### config.mk
export PLATFORM = sky130hd
export DESIGN_NAME = out_port
export DESIGN_NICKNAME = d
export VERILOG_FILES = /design/src/rtl/out_port_pkg.sv /design/src/rtl/out_port_buf.sv /design/src/rtl/out_port.sv
export SDC_FILE = /design/constraint.sdc
export NUM_CORES = 1
export LEC_CHECK = 0
export ABC_AREA = 1
export CAP_MARGIN = 20
export CORE_MARGIN = 4
export CORE_UTILIZATION = 31
export DETAILED_ROUTE_END_ITERATION = 10
export SKIP_LAST_GASP = 1
export SYNTH_ARGS = -nofsm -noshare
export SYNTH_HDL_FRONTEND = slang
export SYNTH_SLANG_ARGS = --single-unit
export TNS_END_PERCENT = 30
### constraint.sdc
create_clock -name gclock -period 6.6 [get_ports gclock]
set_clock_uncertainty 0.2 [all_clocks]
set_input_delay 0.66 -clock gclock [delete_from_list [all_inputs] [get_ports gclock]]
set_output_delay 0.66 -clock gclock [all_outputs]
set_load 0.03 [all_outputs]
### src/rtl/out_port_pkg.sv
`default_nettype none
// +-----------------------------------------------------------------------+
// | out_port_pkg : constants shared by out_port and the downstream port    |
// | rev 1.0                                                               |
// +-----------------------------------------------------------------------+
package out_port_pkg;

  localparam int NUM_PORTS = 3;
  localparam int DATA_W    = 32;
  localparam int ADDR_W    = 2;

  localparam logic [ADDR_W-1:0] NO_PORT = 2'b11;

  // data_out layout: {valid, payload}
  localparam int PAYLOAD_LSB = 0;

  function automatic int dout_valid_pos(input int data_w);
    return data_w;
  endfunction

endpackage
`default_nettype wire

### src/rtl/out_port_buf.sv
`default_nettype none
// +-----------------------------------------------------------------------+
// | out_port_buf : two-entry in-order buffer with toggling pointers        |
// | rev 1.0                                                               |
// +-----------------------------------------------------------------------+
module out_port_buf #(
  parameter int DATA_W = out_port_pkg::DATA_W
) (
  input  logic              clk,
  input  logic              rst_n,
  input  logic              push,
  input  logic              pop,
  input  logic [DATA_W-1:0] din,
  output logic [DATA_W-1:0] dout,
  output logic              dout_valid,
  output logic              not_full
);
  import out_port_pkg::*;

  logic [DATA_W-1:0] mem_q [2];
  logic [DATA_W-1:0] mem_d [2];
  logic [1:0]        vld_q, vld_d;
  logic              wptr_q, wptr_d;
  logic              rptr_q, rptr_d;
  logic              do_push, do_pop;

  // push targets an empty slot and pop a full one, so they never collide
  always_comb begin
    do_push = push & ~vld_q[wptr_q];
    do_pop  = pop & vld_q[rptr_q];
    mem_d   = mem_q;
    vld_d   = vld_q;
    wptr_d  = wptr_q;
    rptr_d  = rptr_q;
    if (do_push) begin
      mem_d[wptr_q] = din;
      vld_d[wptr_q] = 1'b1;
      wptr_d        = ~wptr_q;
    end
    if (do_pop) begin
      vld_d[rptr_q] = 1'b0;
      rptr_d        = ~rptr_q;
    end
  end

  always_ff @(posedge clk or negedge rst_n) begin
    if (!rst_n) begin
      vld_q  <= 2'b00;
      wptr_q <= 1'b0;
      rptr_q <= 1'b0;
    end else begin
      vld_q  <= vld_d;
      wptr_q <= wptr_d;
      rptr_q <= rptr_d;
    end
  end

  // payload storage carries no reset; the valid bits qualify it
  always_ff @(posedge clk) begin
    mem_q <= mem_d;
  end

  assign dout       = mem_q[rptr_q];
  assign dout_valid = vld_q[rptr_q];
  assign not_full   = ~vld_q[wptr_q];

endmodule
`default_nettype wire

### src/rtl/out_port.sv
`default_nettype none
// +-----------------------------------------------------------------------+
// | out_port : per-port core write buffers muxed onto one interconnect link|
// | rev 1.0                                                               |
// +-----------------------------------------------------------------------+
module out_port #(
  parameter int NUM_PORTS = out_port_pkg::NUM_PORTS,
  parameter int DATA_W    = out_port_pkg::DATA_W
) (
  input  logic                           gclock,
  input  logic                           reset,
  input  logic [out_port_pkg::ADDR_W-1:0] c_addr,
  input  logic                           c_write,
  input  logic [DATA_W-1:0]              c_data,
  output logic [NUM_PORTS-1:0]           c_space,
  output logic                           c_drop,
  input  logic [out_port_pkg::ADDR_W-1:0] o_addr,
  input  logic                           valid_back,
  output logic [DATA_W:0]                data_out
);
  import out_port_pkg::*;

  localparam int VLD_POS = dout_valid_pos(DATA_W);

  logic [ADDR_W-1:0] o_addr_q, o_addr_d;
  logic              c_drop_q, c_drop_d;

  logic [NUM_PORTS-1:0] push;
  logic [NUM_PORTS-1:0] pop;
  logic [NUM_PORTS-1:0] not_full;
  logic [NUM_PORTS-1:0] buf_valid;
  logic [DATA_W-1:0]    buf_dout [NUM_PORTS];

  generate
    for (genvar p = 0; p < NUM_PORTS; p++) begin : g_port
      assign push[p] = c_write & (c_addr == ADDR_W'(p));
      // the buffer itself refuses to pop when its head is empty
      assign pop[p]  = (o_addr_q == ADDR_W'(p)) & ~valid_back;

      out_port_buf #(
        .DATA_W (DATA_W)
      ) u_buf (
        .clk        (gclock),
        .rst_n      (reset),
        .push       (push[p]),
        .pop        (pop[p]),
        .din        (c_data),
        .dout       (buf_dout[p]),
        .dout_valid (buf_valid[p]),
        .not_full   (not_full[p])
      );
    end
  endgenerate

  // fullness is judged before the edge, so a same-edge send never rescues a write
  always_comb begin
    c_drop_d = 1'b0;
    o_addr_d = o_addr;
    for (int p = 0; p < NUM_PORTS; p++) begin
      if (push[p] && !not_full[p]) c_drop_d = 1'b1;
    end
  end

  always_ff @(posedge gclock or negedge reset) begin
    if (!reset) begin
      o_addr_q <= NO_PORT;
      c_drop_q <= 1'b0;
    end else begin
      o_addr_q <= o_addr_d;
      c_drop_q <= c_drop_d;
    end
  end

  always_comb begin
    data_out = '0;
    for (int p = 0; p < NUM_PORTS; p++) begin
      if (o_addr_q == ADDR_W'(p)) begin
        data_out[VLD_POS]                   = buf_valid[p];
        data_out[VLD_POS-1:PAYLOAD_LSB]     = buf_dout[p];
      end
    end
  end

  assign c_space = not_full;
  assign c_drop  = c_drop_q;

endmodule
`default_nettype wire

[After elaboration in Yosys (flattened, before gate mapping)]
Index checks and enable logic that the tools add are counted.
Widths: inputs -> output; s select.
Operators by class
  magnitude comparators: 21
  bitwise gates (word level): 37
  mux-type cells: 54
  reductions and logical operators: 14
  equality and inequality tests: 4
Operator list (number)
  $mux 32: 12
  $bwmux 64: 3
  $mux 33: 3
  $demux 32 s1: 3
  $mux 1: 21
  $and 1x1->1: 12
  $ge 2x2->1 const B: 6
  $logic_and 1x1->1: 12
  $lt 1x2->1 const B: 6
  $mux 2: 6
  $not 1->2: 6
  $not 1->1: 10
  $and 2x2->2: 3
  $demux 1 s1: 6
  $ge 1x1->1 const B: 6
  $lt 2x1->1 const B: 3
  $not 2->2: 3
  $or 2x2->2: 3
  $eq 2x1->1 const B: 2
  $eq 2x2->1 const B: 2
  $logic_not 2->1: 2
Word-level totals
  input port bits: 40
  output and inout port bits: 37
  bits in registers: 207
  word-level logic and storage cells: 147

[Logic depth before layout (Yosys ltp)]
  depth after elaboration: 8
  depth in mapped cells: 7
  gate-level depth less buffers: 6

[Cells and area by module]
A second synthesis with hierarchy kept.
Second synthesis, totals
  cell total of the unflattened synthesis: 755
  area total of the unflattened synthesis: 8610.8 µm²
By module, submodules not included
  out_port_buf at g_port[0].u_buf ...: cells each 196, area each 2591.2 µm², sequential area each 2021.9 µm², instances 2
  out_port_buf at g_port[2].u_buf: cells each 196, area each 2628.8 µm², sequential area each 2021.9 µm², instances 1
  out_port: cells each 167, area each 799.5 µm², sequential area each 77.6 µm², instances 1

[Least setup slack after synthesis]
Ideal clock, no wire load.
  path kind: input -> register
  start point: input port c_addr[1] (netlist bit)
  end point: register g_port[1].u_buf.mem_q[0] (netlist bit), enable pin
  stages on the path: 3
  arrival: 3.025 ns
  data required time: 5.939 ns
  library setup time: 0.461 ns
  buffers on the path: 0
  path slack: 2.914 ns
  cell sequence: inv_1 -> nand3_1 -> nor3_1
On the way
  cells in the longest elaborated chain, start to end: 3
Ends and longest elaborated chain
  from (decl): RTL line out_port.sv:12  | input logic [out_port_pkg::ADDR_W-1:0] c_addr,
  $eq 2x1->1: RTL line out_port.sv:36  | assign push[p] = c_write & (c_addr == ADDR_W'(p));
  $and 1x1->1: RTL line out_port.sv:36
  $and 1x1->1: RTL line out_port_buf.sv:29  | do_push = push & ~vld_q[wptr_q];
  to (signal assigned): RTL line out_port_buf.sv:60  | mem_q <= mem_d;
  to (decl): RTL line out_port_buf.sv:20  | logic [DATA_W-1:0] mem_q [2];
No other way between the ends.
A chain may end at the register's enable or synchronous reset.

[Worst setup path after layout]
  start point: register g_port[2].u_buf.rptr_q
  end point: output port data_out[1]
On the way
  cells in the longest elaborated chain, start to end: 5
Ends and longest elaborated chain
  from (decl): RTL line out_port_buf.sv:24  | logic rptr_q, rptr_d;
  from (signal assigned): RTL line out_port_buf.sv:54  | rptr_q <= rptr_d;
  $not 1->2 (not written as such): RTL line out_port_buf.sv:63  | assign dout = mem_q[rptr_q];
  $mux 32 (not written as such) (3 in series): RTL line out_port_buf.sv:63
  $mux 33: RTL line out_port.sv:77  | if (o_addr_q == ADDR_W'(p)) begin
  to (decl): RTL line out_port.sv:19  | output logic [DATA_W:0] data_out
No other way between the ends. The select of a mux whose other input is x is not followed.

==> impl_metrics.toml <==
[run_status]
status = "complete, no violations"

[logic_synthesis]
synthesis.instances = 734
synth.most_common_cell = "nand2_1"
syn_nets = 774
synth-main-ff-cell = "edfxtp_1"
syn_avg_cell_area_um2 = 11.4
synth_area_leaders = "edfxtp_1 (69%), nand2_1 (13%), dfrtp_1 (3.9%), nor2_1 (3.7%), nand3_1 (2.6%)"
async_flop_share_pct = 7.25
netlist.area_leader.share_pct = 68.9
synth_edf_count = 192
ys_types = 18
synth_warnings = 0
synth_top_cells_by_count = "nand2_1 (296), edfxtp_1 (192), nor2_1 (82), nand3_1 (44), o21ai_1 (33)"
synth_top_area_cell = "edfxtp_1"
synth_area_um2 = 8360
ys_ff_latch = 207
ys_seq_area_share_pct = 73.5

[route]
drc = 0
wl_per_cell_um = 16.4
drt-initial-drc-count = 361
finalWirelength_um = 19000
antenna_left = 0
drtPass1Iterations = 5
viasPerCell = 4.53
num_vias = 5254

[job]
max-cap-violations = 0

[floorplan]
initial_utilization_pct = 31.8
row_count = 59
die_w_um = 172
core_area_um2 = 26300
ios = 77
die_area_um2 = 29700
die_h_um = 172

[clock_network]
cts_root_buf = "clkbuf_16"
cts_setup_buffers = 0
insertion_delay_ns = 0.48
cts.path.max_buffers = 3
clkTransAtPathRegs_ns = 0.06
h-tree-depth = 1
cts_sinks = 207
cts_hold_buffers = 0
cts_tree = "done"
post_cts_resized = 0
cts_made_buffers = 22

[worst_setup_path]
crit_chain = "buf_4 -> inv_4 -> nand2_1 -> nand2_1 -> nand2_1 -> nand3_1 -> clkdlybuf4s50_1"
critPathMaxFanout = 34
startpoint = "g_port[2].u_buf.rptr_q$_DFFE_PN0P_"
r2r-start = "g_port[2].u_buf.rptr_q$_DFFE_PN0P_"
slowest_stage = "dfrtp_1"
path_common_cell = "nand2_1"
r2r_slack_ns = 4.41
cp.arrival_ns = 3.00
cp-endpoint = "data_out[1]"
crit_path_end_kind = "output pin"
critPathRequiredTime_ns = 5.74
criticalPathCategory = "reg -> out"
r2r-end = "g_port[2].u_buf.rptr_q$_DFFE_PN0P_"
critPathMaxStageDelay_ns = 0.75
startpoint_type = "register"
r2r_cells = 6

[sta]
hold_viol = 0
period_share_pct = 58.5
fin_tns_setup_ns = 0
holdWs_ns = 0.298
setup-violations-final = 0
tightest_slew_ns = 0.748
period_minus_slack_ns = 3.86
rsz0062_at_grt = "false"
worst_slew_margin_rel_pct = 50.1
slew_viol_final = 0
max_freq_mhz = 259

[power_and_ir_drop]
peakVddDrop_v = 0.000214
cellPowerDensity_nw_per_um2 = 372
p_leak_nw = 3.90

[layout]
fillers = 2553
multi_input_area_um2 = 1860
final_nets = 851
syn2layout_area_growth_pct = 20.1
ff_latch_area_um2 = 6140
final_cells = 1160
drive_gt1_share_pct = 6.19

[grt]
gr-total-overflow = 0
grt_max_degree = 36
grt_first_pass_wirelength_um = 29200
grt_pass1_vias = 5084
grt_util_all_layers_pct = 12.8
antenna_found_initial = 1

[hold_path]
min_path_type = "reg -> reg"

[placed_design]
dp.cells = 1122
dp_hpwl_um = 11200
gp_congestion = 0.724
io_buffers = 76
layout make-up:
type | count | share of cell area, %
sequential | 207 | 61.2
timing repair buffer | 86 | 8.32
clock inverter | 7 | 0.610
clock buffer | 30 | 5.99
tap | 335 | 4.17
inverter | 32 | 1.25
antenna | 1 | 0.0249
multi-input combinational | 462 | 18.5
flip-flops by register name, indices dropped and copies added, names as in the netlist:
name,count
g_port.u_buf.mem_q,192
g_port.u_buf.vld_q,6
g_port.u_buf.rptr_q,3
g_port.u_buf.wptr_q,3
o_addr_q,2
c_drop,1
power breakdown:
group	internal [mW]	switching [mW]	leakage (nW)
logic	0.315	0.676	1.67
registers	1.54	0.0741	1.91
clock network	0.673	0.461	0.315
worst min path at each step:
stage / from / to / cells past startpoint
floorplan: reset / c_drop$_DFF_PN0_ / 0
global placement: g_port[0].u_buf.wptr_q$_DFFE_PN0N_ / g_port[0].u_buf.wptr_q$_DFFE_PN0N_ / 2
detailed placement: g_port[0].u_buf.wptr_q$_DFFE_PN0N_ / g_port[0].u_buf.wptr_q$_DFFE_PN0N_ / 2
CTS: g_port[0].u_buf.wptr_q$_DFFE_PN0N_ / g_port[0].u_buf.wptr_q$_DFFE_PN0N_ / 2
global route: g_port[2].u_buf.wptr_q$_DFFE_PN0N_ / g_port[2].u_buf.wptr_q$_DFFE_PN0N_ / 2
finish: g_port[0].u_buf.wptr_q$_DFFE_PN0N_ / g_port[0].u_buf.wptr_q$_DFFE_PN0N_ / 2
stage by stage:
stage / cell area (um^2) / power [mW] / setup slack, ns / utilization (%)
6_report: 10000 / 3.74 / 2.74 / 38.2
5_1_grt: 10000 / 3.95 / 2.57 / 38.2
4_1_cts: 10000 / 3.80 / 2.71 / 38.2
3_5_place_dp: 9380 / 2.65 / 3.23 / 35.7
3_3_place_gp: 9380 / 2.64 / 3.25 / 35.7
2_1_floorplan: 8360 / 2.31 / 2.91 / -
worst max-delay path: cells and delay by family (launching register included):
kind	cells	cell delay, ns
buf+inv	3	1.35
flops	1	0.75
simple gates	4	0.41
cell families (layout without fill, tap and decap cells):
| logic type | Yosys count | count (layout) | share of synthesized area [%] |
|---|---|---|---|
| simple gates | 428 | 428 | 20.1 |
| flops | 207 | 207 | 73.5 |
| buf+inv | 65 | 155 | 4.40 |
| compound gates | 34 | 34 | 2.06 |
| other cells | 0 | 1 | 0 |
cell usage in the layout (no fill, tap or decap), drive strengths merged:
master	instances
clkinv	4
dfstp	2
inv	32
clkdlybuf4s50	76
buf	10
o21ai	33
bufinv	1
clkbuf	30
dfrtp	13
edfxtp	192
clkinvlp	2
nor2	83
diode	1
nand2	299
o21bai	1
nand3	44
nor3	2
routing by layer:
metal  vias up  global-route usage [%]  routed length, um
met2       125                    21.5               9240
met3        22                    2.54               1010
li1       2597                       -                  -
met1      2510                    17.2               8380
met4         0                    3.18                364
met5         -                       0                  0
No activity file was read; power rests on OpenSTA's default activity.
==> RTL change (same settings) <==
Make the reset (`reset` and `rst_n`) synchronous in 2 clocked blocks.
--- a/src/rtl/out_port_buf.sv
+++ b/src/rtl/out_port_buf.sv
@@ -43,7 +43,7 @@
     end
   end
 
-  always_ff @(posedge clk or negedge rst_n) begin
+  always_ff @(posedge clk) begin
     if (!rst_n) begin
       vld_q  <= 2'b00;
       wptr_q <= 1'b0;
--- a/src/rtl/out_port.sv
+++ b/src/rtl/out_port.sv
@@ -61,7 +61,7 @@
     end
   end
 
-  always_ff @(posedge gclock or negedge reset) begin
+  always_ff @(posedge gclock) begin
     if (!reset) begin
       o_addr_q <= NO_PORT;
       c_drop_q <= 1'b0;
Check against the original RTL: differs if reset is asserted again (counterexample within 4 cycles, from zero or initial values and one cycle with reset low); with reset held inactive, the same outputs for 4 cycles.
==> RTL change against the unedited design <==
Count of clock-buffer cells in the layout shrank 3. Setup slack lost 0.17 ns. Area after synthesis shrank 4.3%. Sequential cell count is the same. Register-to-register slack gained 0.16 ns. Synthesized cell count shrank 13%. Highest routed layer unchanged. Critical path type unchanged. Fmax shrank 4.2%. Non-clock buffer count grew 1. Routed wire length shrank 6.4%. Final area shrank 1.5%.
Power is not compared: it rests on default switching activity, and its combinational part moved more than twofold at a synthesized area within 25%.
==> RTL change: results <==
set metrics [dict create \
    crit_arrival_ns 3.17 \
    dr_total_vias 4920 \
    critPathMaxFanout 38 \
    syn-mean-instance-area_um2 12.51 \
    max_stage_delay_ns 0.87 \
    yosysWarnings 0 \
    grt_usage_pct 12.35 \
    yosys-top-cells-count "edfxtp_1, nor2_1, o21ai_0" \
    placed_cell_area_um2 9100 \
    route.met2.wl_um 8713 \
    clockBufferDepth 3 \
    syn-num-nets 680 \
    fillers 2360 \
    drt-initial-drc-count 284 \
    final_cell_count_no_fill 1060 \
    multi_input_area_um2 1714 \
    grt_pass1_wl_um 27850 \
    cts_buffers 20 \
    async_flop_share_pct 0 \
    clk_latency_ns 0.48 \
    dr_wl_met3_um 734 \
    drive_gt1_share_pct 6.584 \
    slowest_stage "dfxtp_2" \
    p_leak_nw 3.293 \
    synth-compound-area-share_pct 9.877 \
    dp.cells 1019 \
    synth.yosys.seq_area_share_pct 75.76 \
    status "finished clean" \
    antenna_found_initial 0 \
    grt_pass1_vias 4777 \
    wl_met1_um 8063 \
    slew_headroom_pct 44.68 \
    wl_per_cell_um 16.78 \
    synth_edf_count 192 \
    drtPass1Iterations 4 \
    pre_cts_ws_ns 2.878 \
    layout.nets 755 \
    gp_congestion 0.6962 \
    synth_area_leaders "edfxtp_1, nor2_1, o21ai_0, dfxtp_1, o211ai_1" \
    grt_max_degree 39 \
]
## RTL change: cell count changes after synthesis, moves of 10 or more
cell	delta
buf_4	-12
clkbuf_1	+10
dfrtp_1	-13
dfxtp_1	+15
nand2_1	-260
nand3_1	-34
nor2_1	+102
o211ai_1	+32
o21ai_0	+78
## RTL change: routing by layer
| layer | vias up | track usage, % |
|---|---|---|
| li1 | 2415 | - |
| met1 | 2383 | 16.54 |
| met2 | 101 | 21.12 |
| met3 | 21 | 2.055 |
| met4 | 0 | 2.893 |
| met5 | - | 0 |
## RTL change: area by class of cell
type	count	share of cell area [%]
sequential	207	61.37
multi-input combinational	375	17.33
timing repair buffer	87	9.336
clock buffer	27	5.326
tap	330	4.175
clock inverter	9	1.531
inverter	24	0.9108
antenna	1	0.02530
## RTL change: final timing paths
path,start,depth (start not counted),slack (ns),end
max,g_port[0].u_buf.rptr_q,5,2.57,data_out[2]
min,g_port[0].u_buf.vld_q[1],2,0.32,g_port[0].u_buf.vld_q[1]
max reg2reg,g_port[0].u_buf.wptr_q,7,4.57,g_port[0].u_buf.mem_q[50]
min reg2reg,g_port[0].u_buf.vld_q[1],2,0.32,g_port[0].u_buf.vld_q[1]
## RTL change: critical path, delay by kind of cell, from the launching register on
family                 cells  cell delay [ns]
AO/OA/AOI/OAI              2             0.33
buffers and inverters      3             1.48
flip-flops                 1             0.87
## RTL change: where the power goes
part	switching, mW	internal (mW)
registers	0.00833	1.46
clock network	0.456	0.719
logic	0.110	0.0678
total	0.574	2.25
## RTL change: cell families (layout without fill, tap and decap cells)
logic type             Yosys count  after routing
AOI/OAI and AO/OA              142            142
buffers and inverters           58            147
DFF                            207            207
and+or+nand+nor                233            233
other                            0              1
